===== config.mk =====
export PLATFORM = sky130hd
export DESIGN_NAME = fft_frame_unloader
export DESIGN_NICKNAME = d
export VERILOG_FILES = /design/src/rtl/fft_unload_pkg.sv /design/src/rtl/fft_unload_fifo.sv /design/src/rtl/fft_frame_unloader.sv
export SDC_FILE = /design/constraint.sdc
export NUM_CORES = 1
export LEC_CHECK = 0
export BUFFER_PORTS_ARGS = -buffer_cell sky130_fd_sc_hd__buf_2
export CAP_MARGIN = 20
export CORE_MARGIN = 2
export CORE_UTILIZATION = 65
export CTS_BUF_LIST = sky130_fd_sc_hd__clkbuf_4
export CTS_CLUSTER_SIZE = 25
export DETAILED_ROUTE_END_ITERATION = 12
export PLACE_DENSITY = 0.87
export REMOVE_ABC_BUFFERS = 1
export SETUP_SLACK_MARGIN = 0.4
export SLEW_MARGIN = 0
export SYNTH_ARGS = -nofsm -noshare
export SYNTH_HDL_FRONTEND = slang
export SYNTH_HIERARCHICAL = 1
export SYNTH_SLANG_ARGS = --single-unit
export TNS_END_PERCENT = 20

===== constraint.sdc =====
create_clock -name CLK -period 7.2 [get_ports CLK]
set_clock_uncertainty 0.1 [all_clocks]
set_input_delay 1.44 -clock CLK [delete_from_list [all_inputs] [get_ports CLK]]
set_output_delay 1.44 -clock CLK [all_outputs]
set_load 0.03 [all_outputs]

===== src/rtl/fft_unload_pkg.sv =====
// Shared definitions for the COREFFT result-memory unloader:
// default widths, the unload FSM states and an index bit-reversal helper.
package fft_unload_pkg;

    localparam int ADDR_W_DEFAULT = 11;
    localparam int DATA_W_DEFAULT = 64;
    localparam int BITREV_MAX_W   = 16;
    localparam int BITREV_IDX_W   = $clog2(BITREV_MAX_W);

    typedef enum logic [1:0] {
        IDLE  = 2'd0,
        ISSUE = 2'd1,
        DRAIN = 2'd2
    } unload_state_t;

    // Reverses the low 'width' bits of value; upper bits come back as zero.
    function automatic logic [BITREV_MAX_W-1:0] bitrev(input logic [BITREV_MAX_W-1:0] value,
                                                       input int width);
        logic [BITREV_MAX_W-1:0] result;
        result = '0;
        for (int i = 0; i < BITREV_MAX_W; i++) begin
            if (i < width) begin
                result[BITREV_IDX_W'(i)] = value[BITREV_IDX_W'(width - 1 - i)];
            end
        end
        return result;
    endfunction

endpackage


===== src/rtl/fft_unload_fifo.sv =====
// Small register-based synchronous FIFO holding tagged RAM words;
// the head entry is read combinationally so it can drive the output stream directly.
module fft_unload_fifo #(
    parameter int WIDTH = 75,
    parameter int DEPTH = 4,
    localparam int PTR_W = (DEPTH > 1) ? $clog2(DEPTH) : 1,
    localparam int CNT_W = $clog2(DEPTH + 1)
) (
    input  logic             clk,
    input  logic             rst_n,
    input  logic             push,
    input  logic [WIDTH-1:0] wdata,
    input  logic             pop,
    output logic [WIDTH-1:0] rdata,
    output logic [CNT_W-1:0] count,
    output logic             empty
);

    localparam logic [PTR_W-1:0] LAST_PTR = PTR_W'(DEPTH - 1);
    localparam logic [CNT_W-1:0] FULL_CNT = CNT_W'(DEPTH);

    logic [WIDTH-1:0] mem [DEPTH];
    logic [PTR_W-1:0] wr_ptr;
    logic [PTR_W-1:0] rd_ptr;
    logic             full;
    logic             wr_ok;
    logic             rd_ok;

    assign empty = (count == '0);
    assign full  = (count == FULL_CNT);
    assign rdata = mem[rd_ptr];

    // A push into a full FIFO is accepted only when the head leaves in the same cycle.
    assign wr_ok = push && (!full || pop);
    assign rd_ok = pop && !empty;

    always_ff @(posedge clk or negedge rst_n) begin
        if (!rst_n) begin
            for (int i = 0; i < DEPTH; i++) begin
                mem[i] <= '0;
            end
            wr_ptr <= '0;
            rd_ptr <= '0;
            count  <= '0;
        end else begin
            if (wr_ok) begin
                mem[wr_ptr] <= wdata;
                wr_ptr      <= (wr_ptr == LAST_PTR) ? '0 : wr_ptr + 1'b1;
            end
            if (rd_ok) begin
                rd_ptr <= (rd_ptr == LAST_PTR) ? '0 : rd_ptr + 1'b1;
            end
            case ({wr_ok, rd_ok})
                2'b10:   count <= count + 1'b1;
                2'b01:   count <= count - 1'b1;
                default: count <= count;
            endcase
        end
    end

endmodule


===== src/rtl/fft_frame_unloader.sv =====
// Sweeps the COREFFT result RAM read port over one frame after 'start' and
// streams the samples out as valid/ready beats with index and first/last markers.
module fft_frame_unloader
    import fft_unload_pkg::*;
#(
    parameter int ADDR_W     = ADDR_W_DEFAULT,
    parameter int DATA_W     = DATA_W_DEFAULT,
    parameter int RD_LAT     = 2,
    parameter int BITREV     = 1,
    parameter int FIFO_DEPTH = 4
) (
    input  logic                CLK,
    input  logic                NGRST,
    input  logic                start,
    output logic                busy,
    output logic                done,
    output logic                rd_en,
    output logic [ADDR_W-1:0]   RADDR,
    output logic                DO_en,
    output logic                DO_rst,
    input  logic [DATA_W-1:0]   RDATA,
    output logic [DATA_W/2-1:0] out_re,
    output logic [DATA_W/2-1:0] out_im,
    output logic [ADDR_W-1:0]   out_idx,
    output logic                out_first,
    output logic                out_last,
    output logic                out_valid,
    input  logic                out_ready
);

    localparam int HALF_W = DATA_W / 2;
    localparam int FIFO_W = DATA_W + ADDR_W;
    localparam int CNT_W  = $clog2(FIFO_DEPTH + 1);
    localparam logic [ADDR_W-1:0] LAST_IDX = {ADDR_W{1'b1}};

    unload_state_t     state;
    unload_state_t     state_next;
    logic [ADDR_W-1:0] cnt;
    logic [ADDR_W-1:0] raddr_next;
    logic [ADDR_W-1:0] idx_issued;
    logic [RD_LAT-1:0] vld_pipe;
    logic [ADDR_W-1:0] idx_pipe [RD_LAT];
    logic [FIFO_W-1:0] head;
    logic [ADDR_W-1:0] head_idx;
    logic [CNT_W-1:0]  fifo_count;
    logic              fifo_empty;
    logic              pop;
    logic              issue;
    logic              finish;
    logic              credit_ok;
    int                outstanding;

    assign raddr_next = (BITREV != 0) ? ADDR_W'(bitrev(BITREV_MAX_W'(cnt), ADDR_W)) : cnt;

    assign busy      = (state != IDLE);
    assign head_idx  = head[ADDR_W-1:0];
    assign out_valid = !fifo_empty;
    assign pop       = out_valid && out_ready;
    assign out_re    = head[FIFO_W-1 -: HALF_W];
    assign out_im    = head[ADDR_W +: HALF_W];
    assign out_idx   = head_idx;
    assign out_first = out_valid && (head_idx == '0);
    assign out_last  = out_valid && (head_idx == LAST_IDX);

    // Every word already requested from the RAM or still queued owns a FIFO slot,
    // so a new read is issued only when a free slot is guaranteed on its arrival.
    always_comb begin
        outstanding = int'(rd_en) + int'(fifo_count) - int'(pop);
        for (int i = 0; i < RD_LAT; i++) begin
            outstanding = outstanding + int'(vld_pipe[i]);
        end
        credit_ok = (outstanding <= FIFO_DEPTH - 1);
    end

    always_comb begin
        state_next = state;
        issue      = 1'b0;
        finish     = 1'b0;
        unique case (state)
            IDLE: begin
                if (start) begin
                    state_next = ISSUE;
                end
            end
            ISSUE: begin
                issue = credit_ok;
                if (issue && (cnt == LAST_IDX)) begin
                    state_next = DRAIN;
                end
            end
            DRAIN: begin
                if (pop && (head_idx == LAST_IDX)) begin
                    state_next = IDLE;
                    finish     = 1'b1;
                end
            end
            default: state_next = IDLE;
        endcase
    end

    always_ff @(posedge CLK or negedge NGRST) begin
        if (!NGRST) begin
            state <= IDLE;
        end else begin
            state <= state_next;
        end
    end

    // rd_en/RADDR are registered, so the latency pipe starts one cycle after the issue decision.
    always_ff @(posedge CLK or negedge NGRST) begin
        if (!NGRST) begin
            cnt        <= '0;
            rd_en      <= 1'b0;
            RADDR      <= '0;
            idx_issued <= '0;
            done       <= 1'b0;
            DO_en      <= 1'b0;
            DO_rst     <= 1'b0;
            vld_pipe   <= '0;
            for (int i = 0; i < RD_LAT; i++) begin
                idx_pipe[i] <= '0;
            end
        end else begin
            DO_en  <= 1'b1;
            DO_rst <= (state == IDLE) && start;
            done   <= finish;
            rd_en  <= issue;
            if ((state == IDLE) && start) begin
                cnt <= '0;
            end else if (issue) begin
                cnt <= cnt + 1'b1;
            end
            if (issue) begin
                RADDR      <= raddr_next;
                idx_issued <= cnt;
            end
            vld_pipe[0] <= rd_en;
            idx_pipe[0] <= idx_issued;
            for (int i = 1; i < RD_LAT; i++) begin
                vld_pipe[i] <= vld_pipe[i-1];
                idx_pipe[i] <= idx_pipe[i-1];
            end
        end
    end

    fft_unload_fifo #(
        .WIDTH (FIFO_W),
        .DEPTH (FIFO_DEPTH)
    ) u_fifo (
        .clk   (CLK),
        .rst_n (NGRST),
        .push  (vld_pipe[RD_LAT-1]),
        .wdata ({RDATA, idx_pipe[RD_LAT-1]}),
        .pop   (pop),
        .rdata (head),
        .count (fifo_count),
        .empty (fifo_empty)
    );

endmodule

==> results of run 1 <==
through the flow:
step	hold WS (ps)	setup slack, ps
after floorplan	231	1000
after global placement	231	2320
after detailed placement	235	2210
after CTS	239	2260
after global routing	258	2110
final	238	2370
layout make-up:
type	instances	area share [%]
inverters	18	0.382
flip-flops and latches	359	50.8
well taps	319	2.26
clock inverters	17	0.545
multi-input cells	523	35.4
repair buffers	167	5.02
diodes	2	0.0283
clock buffers	132	5.60
per-layer routing:
metal | track usage (%) | share of wire (%)
met3 | 4.60 | 4.8
met2 | 39.0 | 50
met1 | 33.2 | 44
met5 | 0 | 0.044
met4 | 8.72 | 1.8
path summary, 6_finish.rpt:
kind                                    to  slack, ps  cells past startpoint
min reg2reg                    idx_pipe[4]        240                      0
min in group asynchronous  u_fifo/mem[282]        680                      1
max                               out_last       2370                      5
max in group asynchronous   u_fifo/mem[69]       4770                      2
min                            idx_pipe[4]        240                      0
max reg2reg                  idx_issued[0]       2970                     11
synth_stat cells, types with 2 or more instances:
master      n
inv_1      18
conb_1      2
buf_1       3
nor2_1     12
o21ai_0     3
fa_1        3
nand3_1     5
buf_4      17
nand4_1     5
a21oi_1    11
mux2_2    306
xor2_1      2
dfrtp_1   359
clkbuf_1    5
nand2b_1    8
and3_1      7
mux4_2     75
a2111o_1    2
nor3_1      2
nand2_1    20
nor2b_1     2
buf_2      19
nor4_1      3
mux2_4      9
xnor2_1     2
ha_1       14
buf_6      21
mux2i_1     8
report_power, final:
group | internal (uW) | leakage (uW) | switching, uW
registers | 2910 | 0.00435 | 543
logic | 1990 | 0.00291 | 2140
clock network | 867 | 0.000661 | 762
total | 5760 | 0.00791 | 3450
logic make-up after synthesis:
kind of cell / after synthesis
mux: 398
flops: 359
buf+inv: 83
simple gates: 71
compound gates: 26
fa+ha+maj: 17
xor+xnor: 4
other cells: 2
flip-flops by register name, summed over array words and instances (netlist names):
register	flops
u_fifo/mem	300
idx_pipe	22
cnt	11
idx_issued	11
u_fifo/count	3
state	2
u_fifo/rd_ptr	2
u_fifo/wr_ptr	2
vld_pipe	2
DO_en	1
DO_rst	1
done	1
rd_en	1
worst max-delay path, stage by stage (launching register included):
cell	delay, ps
dfrtp_4	730
buf_4	680
mux4_2	420
nand4_1	130
nor3_1	360
buf_2	270
==> results.txt, run 1 <==
- The die is 160 um wide.
- The initial utilization of the core area, before any placement, comes to 66.7%.
- Clock-pin slew was measured on the worst setup and hold paths at 70 ps.
- Clock tree from TritonCTS: yes
* Critical path arrival: 3290 ps
- STA classifies the critical path startpoint as a register.
- Core region area: 23600 sq um
- Via Count: 8877
* Hold_sp: idx_pipe[15]
- Entering global routing, the biggest net connects 172 pins.
* Share of flip-flops with an asynchronous set or reset after synthesis: 100%
- Startpoint of the worst register-to-register path: u_fifo/count[0]
- Of the total synthesized cell area, the portion taken by XOR and XNOR cells is 0.222%.
- Using the TritonRoute via totals, the vias-per-cell ratio works out to 5.78.
- FP Rows: 56
- #FFs+latches synth: 359
- Critical setup path kind: reg -> out
* Transition time at the pin with the least slew margin: 940 ps
* Overall Global Routing Usage: 24.1%
- TritonCTS created 90 clock buffers.
- Run status: completed
* Number of H-tree levels: 3
- The library cell used most frequently in the layout, excluding fill and tap cells, is dfrtp_1.
- In this run the vertical extent of the chip is 160 um.
- Class of the worst hold path: reg -> reg
* Combinational family with the most area after synthesis: multiplexers
- Hold_buf cts: 0
* Part of the cycle the worst path needs: 67.1%
* Combined area of the multi-input logic cells: 6250 sq um
* Via count of the first global-routing pass: 9555
* Total detailed-routing wirelength: 29400 um
- Once layout is done, the placed cells without fillers occupy 17700 sq um.
- Yosys attributes the largest share of cell area to dfrtp_1, mux2_2, mux4_2.
* Capturing element type of the critical path: primary output
* Grt ovf: 0
- Mean instance size in the synthesized netlist: 16.4 sq um
* Fraction of synthesized area in multiplexers: 34.0%
* Area grow syn2layout: 12.4%
- The number of antenna violations at the first check in global routing is 3.
- Weighted congestion at the end of routability-driven global placement: 0.792
- Number of pins with negative max-slew slack in the final report: 0
- Clock tree synthesis selected as its root buffer the cell clkbuf_4.
* Post-synthesis cell type with the largest combined area: dfrtp_1
- Relative slew slack: 37.3%
* Main flop type after synthesis: dfrtp_1
- At the worst endpoint, the required time is 5660 ps.
- Summing every instance area after synthesis gives 15700 sq um.
- Maximum clock rate: 207 MHz
* DRC: 0
- VDD sags by at most 0.000358 V.
- After detailed placement, the total cell area comes to 16600 sq um.
* Total clock sinks: 359
- Once placement completed, the tool counted placed cells totaling 1386.
- Sequential cells were found to cover 57.1% of the synthesized design area.
- The most critical setup path has its startpoint at u_fifo/rd_ptr[1].
- Port-buffer cells: 155
* Full die area: 25500 sq um
- Setup repair after global routing left no endpoint under its margin.
* Compound-Gate Fraction of Synth Area: 1.23%
* Routed wirelength normalized by instance count: 19.1 um
- Number of filler cells placed in the layout: 1456
- Nets@finish: 1244
- The cell count after synthesis came out at 960.
- Max capacitance violation total: 0
* Insertion delay of the later-clocked pin in the worst-skew pair: 680 ps
- Number of endpoints with negative hold slack in the final report: 0
- Total power of the final layout: 9210 uW
* Commonest non-fill, non-tap cells in the layout: dfrtp_1, mux2_2, buf_2
- Setup TNS Final: 0 ps
- Netlist cell types: 45
* Maximum count of clock buffers along a single path: 3
* Register area: 8990 sq um
- P per Cell Area: 521 nW/um^2
* Critical-path maximum fanout: 48
- Simple-Gate Fraction of Synth Area: 2.44%
- Setup violations remaining at the end of the flow were counted as 0.
- Total number of yosys warnings: 6
* Number of buffers added for setup after CTS: 0
* Half-perimeter wire length of the detailed placement result: 17900 um
* CTS resizes: 0
- For this run, the number of standard cells in the final layout without fillers is 1537.
- After Yosys synthesis, full adders, half adders and majority gates account for 1.49% of the synthesized area.
- Length of the first detailed-routing pass in iterations: 4
- Antenna Violating Nets Remaining: 0
- Iteration-0 DRC Markers: 538
- Static leakage power: 0.00791 uW
- Of the cells placed in the final design, the portion with a size suffix greater than 1 is 58.2%.
* Number of enable flip-flop cells after synthesis: 0
* Number of ports placed on the die boundary: 162
* Finished Core Util: 74.9%
- The first global-routing pass estimated 49000 um of wire.
* Fraction of synthesized cell area taken by the top area cell type: 57.1%
- Subtracting the final worst setup slack from the clock period gives 4830 ps.
Note: power is estimated with default switching activity, not from simulation.
==> run 2: changes to the inputs <==
CORE_UTILIZATION = 55   (was 65)
PLACE_DENSITY = 0.78   (was 0.87)
clock period = 4.3 ns   (was 7.2 ns; I/O delays follow)
==> results.txt, run 2 (synthesis results as in run 1) <==
- The first detailed-routing pass took 4 iterations.
- After layout, the worst setup slack is 548 ps.
* Area grow syn2layout: 14.1%
* Capturing element type of the critical path: primary output
- The region available for standard cell placement spans 28000 sq um.
* Number of endpoints with negative hold slack in the final report: 0
* Clock tree from TritonCTS: yes
* Biggest regs: u_fifo/mem (300), idx_pipe (22)
- Setup TNS Final: 0 ps
- Max capacitance violation total: 0
- On the critical path the largest part of the delay comes from buffers and inverters.
- Insertion delay of the later-clocked pin in the worst-skew pair: 700 ps
* Antenna violations before repair: 2
- In this run the number of cells on the critical path is 3.
- CTS resizes: 0
* Number of buffers created by CTS: 93
- Logic depth of the worst register-to-register path: 12
- CP max-delay cell: dfrtp_4
- At the pin with the least slew margin, the transition time is 811 ps.
* Iteration-0 DRC Markers: 452
- Commonest non-fill, non-tap cells in the layout: dfrtp_1, mux2_2, buf_2
- Vert. Die Dim: 173 um
* Antenna Violating Nets Remaining: 0
- After clock tree synthesis, the clock-pin slew on the worst setup and hold paths is 70 ps.
- GRT Max-Usage Layer: met2
- Via Count: 8874
- The register with the most flip-flops in the layout has 300 of them.
* Starting density of the core: 56.2%
- Along the worst hold path, the cell count comes to 0.
- The clock passes through at most 3 buffers.
- Largest Register: u_fifo/mem
* Met2 routing resource usage after global routing: 34.5%
* Critical-path maximum fanout: 48
- Timing would allow up to 267 MHz.
- In the routed design, unresolved DRC markers number 0.
* Worst slack at placement: 255 ps
- The final layout contains 1254 nets.
- Part of the cycle the worst path needs: 87.3%
- Via count of the first global-routing pass: 9809
- Grt ovf: 0
- Power spread over the standard cell area amounts to 871 nW/um^2.
* Run status: completed
- On the final layout, the worst hold slack is 241 ps.
- Routed wirelength normalized by instance count: 18.9 um
- Number of pins with negative max-slew slack in the final report: 0
- Wire length of the first global-routing pass: 51400 um
* Worst IR drop on VDD: 0.000507 V
- In this run the tightest slew margin relative to its limit is 45.8%.
- Met1 track utilization from global routing: 29.4%
- The largest single stage delay on the critical path is 730 ps.
- CP required: 3340 ps
- FP Rows: 61
- The floorplan step defined a die boundary enclosing 30000 sq um.
* Total clock sinks: 359
- Port buffering added 155 buffers.
- Setup violations remaining at the end of the flow were counted as 0.
- Weighted congestion at the end of routability-driven global placement: 0.800
- The critical path contains buffers and inverters numbering 2 combined.
- The tree is rooted in a clkbuf_4.
- 162 I/O pins were placed.
* Post-DR vias/cell: 5.53
- Setup repair after global routing could not meet its margin everywhere.
- In this run the number of H-tree levels came out at 3.
- Global routing used 3.94% of the available met3 tracks.
- Layout cell share with drive strength beyond 1: 58.3%
* Startpoint class of the critical path: register
* Total detailed-routing wirelength: 30300 um
- The analysis attributes to cell leakage a power of 0.00797 uW.
- Most frequent standard cell in the layout excluding fill and tap cells: dfrtp_1
- After layout, the minimum clock period comes to 3750 ps.
- Entering global routing, the biggest net connects 84 pins.
- After legalization and detailed placement, the total HPWL measured 18300 um.
* Critical path arrival: 2790 ps
- Die width: 173 um
* Number of filler cells placed in the layout: 2051
- The signal on the critical path passes through buf_4 > mux4_2 > buf_2.
- Critical setup path kind: reg -> out
- Overall Global Routing Usage: 21.3%
* Class of the worst hold path: reg -> reg
run 2: path summary, 6_finish.rpt:
kind | end | slack, ps | startpoint
max | out_im[2] | 550 | u_fifo/rd_ptr[1]
min | idx_pipe[1] | 240 | idx_pipe[12]
max reg2reg | idx_issued[8] | 580 | u_fifo/count[1]
min reg2reg | idx_pipe[1] | 240 | idx_pipe[12]
max in group asynchronous | u_fifo/mem[11] | 2580 | NGRST
min in group asynchronous | u_fifo/mem[278] | 620 | NGRST
run 2: cell type report:
class | instances | area [sq um] | area share [%]
clock buffer | 133 | 998 | 5.56
multi-input combinational | 523 | 6250 | 34.8
timing repair buffer | 174 | 1070 | 5.95
inverter | 18 | 67.6 | 0.376
sequential | 359 | 8990 | 50.1
clock inverter | 17 | 101 | 0.564
antenna | 2 | 5.00 | 0.0279
tap | 378 | 473 | 2.63
run 2: what timing repair did:
| item | 4_1_cts | 5_1_grt |
|---|---|---|
| endpoints found under the setup margin | 1 | 11 |
| endpoints found under the hold margin | 15 | 0 |
| buffers inserted | 4 | 1 |
| gates cloned | 0 | 0 |
| pin swaps | 0 | 1 |
| hold buffers | 1 | 0 |
run 2: stage by stage:
stage	total power [uW]	cell area (sq um)	instances	util (%)
4_1_cts	15800	17900	1601	64.0
3_5_place_dp	12900	16800	1446	59.9
5_1_grt	16600	18000	1604	64.1
3_3_place_gp	12700	16800	1446	59.9
2_1_floorplan	11100	15300	900	-
6_report	15600	18000	1604	64.1
run 2: report_power, final:
group	switching, uW	internal (uW)	total [uW]
clock network	1300	1460	2770
logic	3720	3480	7200
registers	812	4870	5680
run 2: metal layers:
layer	up-vias	part of all wire, %
li1	3963	-
met1	4666	45
met2	199	50
met3	46	3.7
met4	0	1.8
met5	-	0
==> run 3: changes to the inputs <==
CORE_MARGIN = unset   (was 2)
==> results.txt, run 3 (synthesis results as in run 1) <==
* Run status: completed
- Final Worst Setup Slack: 482 ps
* Nets@finish: 1258
- Root buffer cell: clkbuf_4
- The number of antenna violations at the first check in global routing was 2.
- After detailed routing, no signal wire sits above met5.
- Capturing element type of the critical path: register
- Logic pwr share: 45.2%
- Clock-pin slew was measured on the worst setup and hold paths at 60 ps.
- Largest register FFs: 300
- Pin count of the biggest net entering global routing: 98
- Relative slew slack: 50.8%
- In this run the critical register-to-register path is captured at idx_issued[8].
- Global routing used 22.0% of the available tracks.
* Iteration-0 DRC Markers: 444
* Starting density of the core: 56.2%
* Post-DR vias/cell: 5.52
- Before CTS, the worst setup slack after placement is 208 ps.
- The design draws 15900 uW.
* Minimum period implied by the final worst setup slack: 3820 ps
- Summed over all layers, the global routing overflow is 0.
- The die covers 29300 sq um.
* Max capacitance violation total: 0
* DRC: 0
* FP Rows: 61
* RSZ-0062 raised after global routing: yes
* Maximum clock rate: 262 MHz
- Setup violations remaining at the end of the flow were counted as 0.
- Total clock sinks: 359
- Worst IR drop on VDD: 0.000560 V
- Clock power share: 18.9%
- On the final layout, the worst hold slack is 96.7 ps.
- Across the whole layout, storage elements account for 8990 sq um.
* Total detailed-routing wirelength: 30600 um
- For this design the top-level I/O count stands at 162.
* Setup TNS Final: 0 ps
* Most frequent standard cell in the layout excluding fill and tap cells: dfrtp_1
- In this run the remaining antenna-violating nets after routing total 0.
- After legalization and detailed placement, the total HPWL measured 18300 um.
- The first global-routing pass estimated 49900 um of wire.
- In this run the vertical extent of the chip is 171 um.
* Via count of the first global-routing pass: 9632
- Counting along the longest clock path gives a buffer depth of 3.
- Dividing the final minimum period by the clock period gives 88.8%.
- Via Count: 8905
- P per Cell Area: 880 nW/um^2
- Number of endpoints with negative hold slack in the final report: 0
- Number of filler cells placed in the layout: 2038
- Combined area of the multi-input logic cells: 6250 sq um
- The worst register-to-register path has a setup slack of 480 ps.
- Clock tree from TritonCTS: yes
- Routed wirelength normalized by instance count: 19.0 um
* Psw: 5840 uW
* Commonest non-fill, non-tap cells in the layout: dfrtp_1, mux2_2, buf_2
- Critical-path maximum fanout: 17
- Layout cell share with drive strength beyond 1: 58.8%
- In the final layout, the registers with the most flip-flops are u_fifo/mem (300), idx_pipe (22).
- Area grow syn2layout: 14.9%
- Insertion delay of the later-clocked pin in the worst-skew pair: 680 ps
- After detailed routing, the met3 layer carries 2030 um of wire.
* Sum of routed wire segments on met1: 13100 um
* Number of buffers created by CTS: 94
- Startpoint of the worst register-to-register path: u_fifo/count[1]
- CTS resizes: 0
- The most critical setup path has its startpoint at u_fifo/count[1].
- STA puts the critical path data arrival time at 4290 ps.
- Static leakage power: 0.00806 uW
- The worst register-to-register path has a depth of 12.
- Transition time at the pin with the least slew margin: 738 ps
- Largest Register: u_fifo/mem
- Input and output buffers added on the ports amount to 155.
* Core region area: 28000 sq um
- Routability-driven placement finished with a final weighted congestion of 0.797.
- Critical setup path kind: reg -> reg
- Startpoint class of the critical path: register
- Number of H-tree levels: 3
- Length of the first detailed-routing pass in iterations: 4
- Hold_buf cts: 0
- Net switching is 36.7% of the power.
- CP required: 4770 ps
- Int Pwr: 10100 uW
* Die width: 171 um
- Number of pins with negative max-slew slack in the final report: 0
- Met2 Wirelength: 15100 um
- The tightest min-delay check is of the in -> async type.
* Seq pwr share: 35.8%
- End of the critical path: idx_issued[8]
==> run 3: changes by cell type in the layout (fill, tap and decap cells not counted), moves of 2 or more <==
cell	previous run	this run
clkbuf_4	133	140
buf_12	11	9
clkinv_1	11	9
buf_4	7	12
clkinvlp_4	3	1
bufinv_16	1	4
==> run 3: metal layers <==
metal  global-route usage, %  vias to the layer above
met4                    7.26                        2
met1                    28.4                     4652
met2                    35.5                      231
li1                        -                     3980
met3                    6.65                       40
met5                       0                        -
==> run 3: cell type report <==
cell class | count | area share, %
multi-input cells | 523 | 34.6
flip-flops and latches | 359 | 49.7
clock buffers | 140 | 5.81
inverters | 18 | 0.373
repair buffers | 177 | 5.99
clock inverters | 16 | 0.940
well taps | 378 | 2.61
diodes | 1 | 0.0138
==> run 3: worst min path at each step <==
| stage | from | to | slack [ps] | cells after the start |
|---|---|---|---|---|
| after global placement | idx_pipe[13] | idx_pipe[2] | 230 | 0 |
| after floorplan | idx_pipe[11] | idx_pipe[0] | 230 | 0 |
| final | NGRST | u_fifo/mem[168] | 100 | 1 |
| after CTS | NGRST | u_fifo/mem[290] | 60 | 1 |
| after detailed placement | idx_pipe[14] | idx_pipe[3] | 230 | 0 |
| after global routing | NGRST | u_fifo/mem[260] | 90 | 1 |
==> run 3: repair_timing <==
item                                    4_1_cts  5_1_grt
endpoints found under the setup margin        2       11
pin swaps                                     0        1
buffers inserted                              2        2
==> run 3: per-stage QoR <==
stage	area, sq um	utilization, %	cells
floorplan	15300	-	900
global placement	16800	60.0	1451
detailed placement	16800	60.0	1451
CTS	18100	64.5	1609
global route	18100	64.6	1612
finish	18100	64.6	1612
==> run 3: power groups by stage <==
stage / registers [uW] / clock network (uW) / logic (uW)
2_1_floorplan: 5660 / 0 / 5460
3_3_place_gp: 5760 / 0 / 6890
3_5_place_dp: 5850 / 0 / 7050
4_1_cts: 5720 / 3120 / 7200
5_1_grt: 5920 / 3310 / 7700
6_report: 5710 / 3020 / 7200
==> run 3: critical path, stage by stage (launching register included) <==
cell      delay [ps]
dfrtp_1          450
nor3_1           400
nor2b_1          180
ha_1             310
inv_1             40
ha_1             190
fa_1             490
ha_1             250
and3_1           190
o211ai_4         480
a21oi_4          160
buf_12           180
mux2_4           290
